`config.mk`:
```
export PLATFORM = sky130hd
export DESIGN_NAME = grf_write_arb
export DESIGN_NICKNAME = d
export VERILOG_FILES = /design/src/rtl/grf_write_arb.sv
export SDC_FILE = /design/constraint.sdc
export NUM_CORES = 1
export LEC_CHECK = 0
export CORE_AREA = 2 2 109 111
export CTS_BUF_LIST = sky130_fd_sc_hd__clkbuf_4 sky130_fd_sc_hd__clkbuf_8
export CTS_CLUSTER_DIAMETER = 100
export DETAILED_ROUTE_END_ITERATION = 8
export DIE_AREA = 0 0 111 113
export PLACE_DENSITY = 0.77
export SETUP_SLACK_MARGIN = 0.02
export SYNTH_ARGS = -nofsm -noshare
export SYNTH_HDL_FRONTEND = slang
export SYNTH_SLANG_ARGS = --single-unit
```
`constraint.sdc`:
```
create_clock -name clk -period 1.7 [get_ports clk]
set_input_delay 0.34 -clock clk [delete_from_list [all_inputs] [get_ports clk]]
set_output_delay 0.34 -clock clk [all_outputs]
set_load 0.005 [all_outputs]
```
`src/rtl/grf_write_arb.sv`:
```
// grf_write_arb
// Two-port write arbiter in front of a single GRF write port. Port 0 is the
// pipeline write-back stage, port 1 is the multi-cycle multiply/divide unit.
// At most one port is granted per cycle. Ties are broken by a round-robin
// pointer that, after each transfer, points at the port that was not granted.
// The granted write is registered onto the GRF write port with 1-cycle latency.
// Writes to $0 are accepted and then dropped: grf_we stays low and grf_wd is 0.
//
// Parameters
//   PRIO_INIT     port holding priority after reset (0 = port 0, 1 = port 1)
// Ports
//   clk, reset               clock, synchronous active-high reset
//   p0_valid/p0_ready        port 0 handshake; p0_pc/p0_addr/p0_data payload
//   p1_valid/p1_ready        port 1 handshake; p1_pc/p1_addr/p1_data payload
//   hold                     freeze: no grants, pointer and counter unchanged
//   grf_we/pc/a3/wd          registered GRF write port
//   conflict_cnt             saturating count of cycles both ports requested
// Optional feature
//   GRF_WRITE_ARB_LOG_EN     when defined, prints "@pc: $addr <= data" once
//                            per transfer edge (simulation logging).
module grf_write_arb #(
  parameter logic PRIO_INIT = 1'b0
) (
  input  logic        clk,
  input  logic        reset,
  input  logic        p0_valid,
  output logic        p0_ready,
  input  logic [31:0] p0_pc,
  input  logic [4:0]  p0_addr,
  input  logic [31:0] p0_data,
  input  logic        p1_valid,
  output logic        p1_ready,
  input  logic [31:0] p1_pc,
  input  logic [4:0]  p1_addr,
  input  logic [31:0] p1_data,
  input  logic        hold,
  output logic        grf_we,
  output logic [31:0] grf_pc,
  output logic [4:0]  grf_a3,
  output logic [31:0] grf_wd,
  output logic [15:0] conflict_cnt
);

  logic        rr_ptr_q, rr_ptr_d;
  logic        we_q, we_d;
  logic [31:0] pc_q, pc_d;
  logic [4:0]  a3_q, a3_d;
  logic [31:0] wd_q, wd_d;
  logic [15:0] cnt_q, cnt_d;

  logic        gnt0, gnt1;
  logic        xfer0, xfer1, xfer;
  logic        both_req;
  logic [31:0] sel_pc;
  logic [4:0]  sel_addr;
  logic [31:0] sel_wd;

  // Grant selection: a lone requester wins; on a tie rr_ptr decides.
  always_comb begin
    gnt0 = p0_valid & (~p1_valid | ~rr_ptr_q);
    gnt1 = p1_valid & (~p0_valid |  rr_ptr_q);
  end

  assign p0_ready = p0_valid & ~hold & ~reset & gnt0;
  assign p1_ready = p1_valid & ~hold & ~reset & gnt1;

  assign xfer0    = p0_ready;
  assign xfer1    = p1_ready;
  assign xfer     = xfer0 | xfer1;
  assign both_req = p0_valid & p1_valid & ~hold;

  // Payload mux; $0 data is masked so the GRF never sees a stray value.
  always_comb begin
    sel_pc   = xfer1 ? p1_pc   : p0_pc;
    sel_addr = xfer1 ? p1_addr : p0_addr;
    sel_wd   = (sel_addr == 5'd0) ? 32'd0 : (xfer1 ? p1_data : p0_data);
  end

  always_comb begin
    rr_ptr_d = rr_ptr_q;
    we_d     = 1'b0;
    pc_d     = pc_q;
    a3_d     = a3_q;
    wd_d     = wd_q;
    cnt_d    = cnt_q;
    if (xfer) begin
      // Point at whichever port lost (or did not ask) this time.
      rr_ptr_d = xfer0;
      we_d     = (sel_addr != 5'd0);
      pc_d     = sel_pc;
      a3_d     = sel_addr;
      wd_d     = sel_wd;
    end
    if (both_req && cnt_q != 16'hFFFF)
      cnt_d = cnt_q + 16'd1;
  end

  // Register stage: GRF write port, pointer and conflict counter.
  always_ff @(posedge clk) begin
    if (reset) begin
      rr_ptr_q <= PRIO_INIT;
      we_q     <= 1'b0;
      pc_q     <= 32'd0;
      a3_q     <= 5'd0;
      wd_q     <= 32'd0;
      cnt_q    <= 16'd0;
    end else begin
      rr_ptr_q <= rr_ptr_d;
      we_q     <= we_d;
      pc_q     <= pc_d;
      a3_q     <= a3_d;
      wd_q     <= wd_d;
      cnt_q    <= cnt_d;
    end
  end

`ifdef GRF_WRITE_ARB_LOG_EN
  always_ff @(posedge clk) begin
    if (xfer)
      $display("@%h: $%d <= %h", sel_pc, sel_addr, sel_wd);
  end
`endif

  assign grf_we       = we_q;
  assign grf_pc       = pc_q;
  assign grf_a3       = a3_q;
  assign grf_wd       = wd_q;
  assign conflict_cnt = cnt_q;

endmodule
```
After elaboration in Yosys (flattened, before gate mapping)
Index checks and enable logic that the tools add are counted.
Widths: inputs -> output; s select.

cells by class
  add/sub/neg operators = 1
  equality and inequality tests = 1
  mux-type cells = 4
  bitwise operators = 19
  reductions and logical operators = 4

operators with widths
  operator               count
  $mux 32                3
  $add 16x1->16 const B  1
  $ne 16x16->1 const B   1
  $and 1x1->1            10
  $not 1->1              6
  $logic_not 5->1        1
  $mux 5                 1
  $reduce_bool 5->1      1
  $or 1x1->1             3
  $reduce_or 2->1        1
  $logic_and 1x1->1      1

word-level totals
  flip-flop bits (word level) = 87
  input bits = 143
  output and inout bits = 88
  logic and storage cells = 35

Longest topological paths before layout
  depth in word-level cells = 7
  depth in mapped cells = 7
  mapped depth without buffers = 5

Least setup slack after synthesis
No wires, ideal clock.

  path type = input port to output port
  start = input port reset
  end = output port p1_ready
  data arrival time = 1.482 ns
  required time = 1.360 ns
  slack = -0.122 ns
  stages on the path = 4
  path buffers = 3
  cell sequence = clkbuf_1 nor3_1 clkbuf_1 clkbuf_1

between the ends
  longest elaborated chain between the ends = 3

ends and longest elaborated chain
  element                   line  text
  start: declaration        25    input logic reset,
  $not 1->1                 65    assign p1_ready = p1_valid & ~hold & ~reset & gnt1;
  $and 1x1->1 (2 in a row)  65
  end: declaration          32    output logic p1_ready,

Every way passes these cells.

Worst setup path after layout
  start = input port p0_addr[0]
  end = register wd_q[20] (netlist: grf_wd[20])

between the ends
  longest elaborated chain between the ends = 3

ends and longest elaborated chain
  element                 line  text
  start: declaration      29    input logic [4:0] p0_addr,
  $mux 5                  75    sel_addr = xfer1 ? p1_addr : p0_addr;
  $logic_not 5->1         76    sel_wd = (sel_addr == 5'd0) ? 32'd0 : (xfer1 ? p1_data : p0_data);
  $mux 32                 76
  end signal: assignment  112   wd_q <= wd_d;
  end: declaration        48    logic [31:0] wd_q, wd_d;

Every way passes these cells.
A chain may end at the register's enable or synchronous reset.

==> results.json <==
{
  "status": "finished, violations left",
  "violations": "negative setup slack",
  "fin_cells": 885,
  "combPwrFrac": 0.238,
  "htree_levels": 3,
  "path_class": "input pin to flip-flop",
  "yosysUniqueCellTypes": 32,
  "reg2reg_slack_ns": -0.07,
  "synth_compound_area_frac": 0.1607,
  "start_kind": "input pin",
  "cts_buffers": 9,
  "max_freq_mhz": 559.1,
  "portBuffers": 230,
  "cts_root_buf": "clkbuf_8",
  "synth_area_sq_mm": 0.004010,
  "synthesis.nets": 611,
  "worstMarginPinSlew_ns": 0.4415,
  "insertion_delay_ns": 0.36,
  "synth.avg_cell_area_sq_um": 8.587,
  "synth-simple-area-share": 0.2234,
  "crit_required_ns": 1.95,
  "cp_num_buf_inv": 4,
  "cap_violations": 0,
  "yosysSeqAreaShare": 0.4343,
  "hpwl_um": 10170,
  "hold_viol_final": 0,
  "via_count": 4416,
  "post_drt_via_cell_ratio": 4.990,
  "start_util": 0.3558,
  "cts_tree": "done",
  "drive_gt1_frac": 0.1725,
  "yosys_register_bits": 87,
  "overflow": 0,
  "finalInstanceArea_sq_mm": 0.007433,
  "power.leakage_nw": 3.138,
  "clkTransAtPathRegs_ns": 0.08,
  "grt.busiest_layer": "met2",
  "synth_top_family_by_area": "simple AND/OR/NAND/NOR gates",
  "first_pass_iters": 4,
  "layout_commonest_cell": "clkdlybuf4s50_1",
  "syn_inst": 467,
  "die_area_sq_mm": 0.01254,
  "holdPathEnd": "grf_a3[3]",
  "fin_ws_ns": -0.08874,
  "yosysWarnings": 0,
  "synth-adder-area-share": 0.003120,
  "grt_pass1_wl_um": 22410,
  "crit_top_cell": "buf_12",
  "r2r-end": "conflict_cnt[13]",
  "setup_viol": 10,
  "r2r_cells": 5,
  "post_dp_cell_area_sq_mm": 0.006774,
  "p_sw_w": 0.001137,
  "pre_cts_ws_ns": -0.5727,
  "routed_wl_um": 14560,
  "met1_usage": 0.2500,
  "power-per-cell-area_mw_per_mm2": 621.4,
  "globalRouteTotalUtil": 0.2250,
  "cp_cell_sequence": "dlygate4sd2_1 > or4_4 > nor2_4 > nor3_4 > buf_12 > buf_12 > buf_16 > a221o_1",
  "fin_util": 0.6595,
  "place_congestion": 0.8989,
  "seq_power_share": 0.488,
  "swShare": 0.2462,
  "cts-hold-fix-buffers": 0,
  "grtUsageMet3": 0.06963,
  "drc": 0,
  "die_h_um": 113,
  "antenna_cells": 0,
  "grt_pass1_vias": 4497,
  "pin_count": 231,
  "finalClockSkew_ns": 0.004182,
  "clock_path_buffers": 2,
  "critPathArrivalTime_ns": 2.04,
  "cpMaxStageDelayCell": "or4_4",
  "ir_worst_vdd_mv": 0.4532,
  "antenna_found_initial": 0,
  "dp.cells": 852,
  "relSlewSlack": 0.7057,
  "layout_common_cells": "clkdlybuf4s50_1 (205), dfxtp_1 (72), nand2_1 (44), nor2_1 (44)",
  "crit_path_end_kind": "flip-flop",
  "crit_fanout": 8,
  "drv_slew": 0,
  "synth_mux_area_frac": 0.1114,
  "synth_xor_xnor_area_share": 0,
  "period_share": 1.052,
  "rows": 39,
  "use_met2": 0.4020,
  "cts_sinks": 87,
  "holdPathStages": 3,
  "finalCriticalPeriod_ns": 1.789,
  "cp_top_family": "simple AND/OR/NAND/NOR gates",
  "nNetsFinal": 884,
  "coreArea_sq_mm": 0.01127,
  "p_clk_frac": 0.274,
  "drtAntennaViolNets": 0,
  "grt_start_max_net_pins": 75,
  "max_stage_delay_ns": 0.54,
  "drt-initial-drc-count": 297,
  "rsz0062_at_grt": "true",
  "internal_power_w": 0.003482,
  "min_from": "p1_addr[3]",
  "area_growth_pct": 85.37,
  "hold_path_class": "input pin to flip-flop",
  "r2r_start": "conflict_cnt[10]",
  "dieWidth_um": 111,
  "wl_per_cell_um": 16.45
}
[cell usage after synthesis]
library cell / instances / area (sq um)
mux2_2: 5 / 56.30
nand3b_1: 1 / 7.510
o41ai_1: 1 / 8.760
ha_1: 1 / 12.51
inv_1: 39 / 146.4
o21ai_0: 40 / 200.2
a21oi_1: 11 / 55.05
or4_1: 8 / 60.06
mux2i_1: 39 / 390.4
or3_1: 6 / 37.54
nand3_1: 5 / 25.02
clkbuf_1: 24 / 90.09
nand4_4: 1 / 21.27
nor2b_1: 44 / 275.3
nor3_1: 2 / 10.01
o31ai_1: 7 / 52.55
a221o_1: 32 / 320.3
nand2_1: 44 / 165.2
dfxtp_1: 87 / 1742
o21bai_1: 1 / 7.510
or2_0: 1 / 6.260
nor4b_1: 1 / 8.760
nand4_1: 2 / 12.51
nor2_1: 47 / 176.4
buf_2: 5 / 25.02
or4_4: 1 / 11.26
nor4_2: 2 / 25.02
nor3b_1: 1 / 7.510
nand2b_1: 3 / 18.77
buf_1: 2 / 7.510
nand4b_1: 1 / 8.760
nor4_1: 3 / 18.77
[kinds of logic after synthesis]
group                    after synthesis
buffers and inverters                 70
AND/OR/NAND/NOR                      173
flip-flops                            87
AO/OA/AOI/OAI                         92
adder cells (fa/ha/maj)                1
multiplexers                          44
[worst max-delay path by stage]
stage / from / endpoint / slack, ns / cells after the start
6_report: p0_addr[0] / grf_wd[20] / -0.09 / 8
5_1_grt: conflict_cnt[10] / conflict_cnt[13] / -0.14 / 5
4_1_cts: conflict_cnt[8] / conflict_cnt[13] / -0.05 / 5
3_5_place_dp: hold / conflict_cnt[9] / -0.57 / 5
3_3_place_gp: p1_addr[4] / grf_wd[31] / -0.52 / 6
2_1_floorplan: p1_addr[4] / grf_wd[30] / -0.02 / 6
[timing repair]
action,4_1_cts,5_1_grt
buffers inserted,5,11
gates cloned,4,1
endpoints found under the setup margin,95,50
hold endpoints to repair,0,0
resized for setup,52,37
pin swaps,9,16
[state kept, by name (all words and copies together), names as in the netlist]
name / flops
grf_wd: 32
rr_ptr_q: 1
grf_we: 1
grf_a3: 5
grf_pc: 32
conflict_cnt: 16
[worst register-to-register path, cell delays in order, from the launching register on]
cell	delay, ns
dfxtp_2	0.33
nand4_1	0.14
buf_4	0.17
or4_4	0.50
or4_1	0.42
a21oi_1	0.14
[layer usage]
metal  routed length (um)  vias up  part of all wire
li1                     -     2150                 -
met4                  373        0             0.026
met2                 7396      192              0.51
met3                 1198       27             0.082
met1                 5592     2047              0.38
met5                    0        -                 0
[per-stage QoR]
step	total power [W]	hold WS (ns)	TNS [ns]
2_1_floorplan	0.002601	0.4486	-0.6755
3_3_place_gp	0.003311	0.5224	-37.38
3_5_place_dp	0.003338	0.5390	-41.19
4_1_cts	0.004669	0.3145	-0.1062
5_1_grt	0.004873	0.3238	-0.8730
6_report	0.004619	0.3037	-0.4217
[area by class of cell]
cell class | count | area, sq um
fillers | 941 | 3839
flip-flops and latches | 87 | 1763
multi-input cells | 310 | 2206
inverters | 39 | 146.4
well taps | 143 | 178.9
clock inverters | 2 | 10.01
repair buffers | 293 | 2984
clock buffers | 11 | 145.1
[power groups by stage]
stage | Sequential, W | Combinational, W | Clock (W)
3_3_place_gp | 0.00229 | 0.00102 | 0
5_1_grt | 0.00227 | 0.00119 | 0.00141
6_report | 0.00226 | 0.00110 | 0.00126
2_1_floorplan | 0.00231 | 0.000295 | 0
3_5_place_dp | 0.00230 | 0.00104 | 0
4_1_cts | 0.00226 | 0.00109 | 0.00133
Note: power is estimated with default switching activity, not from simulation.
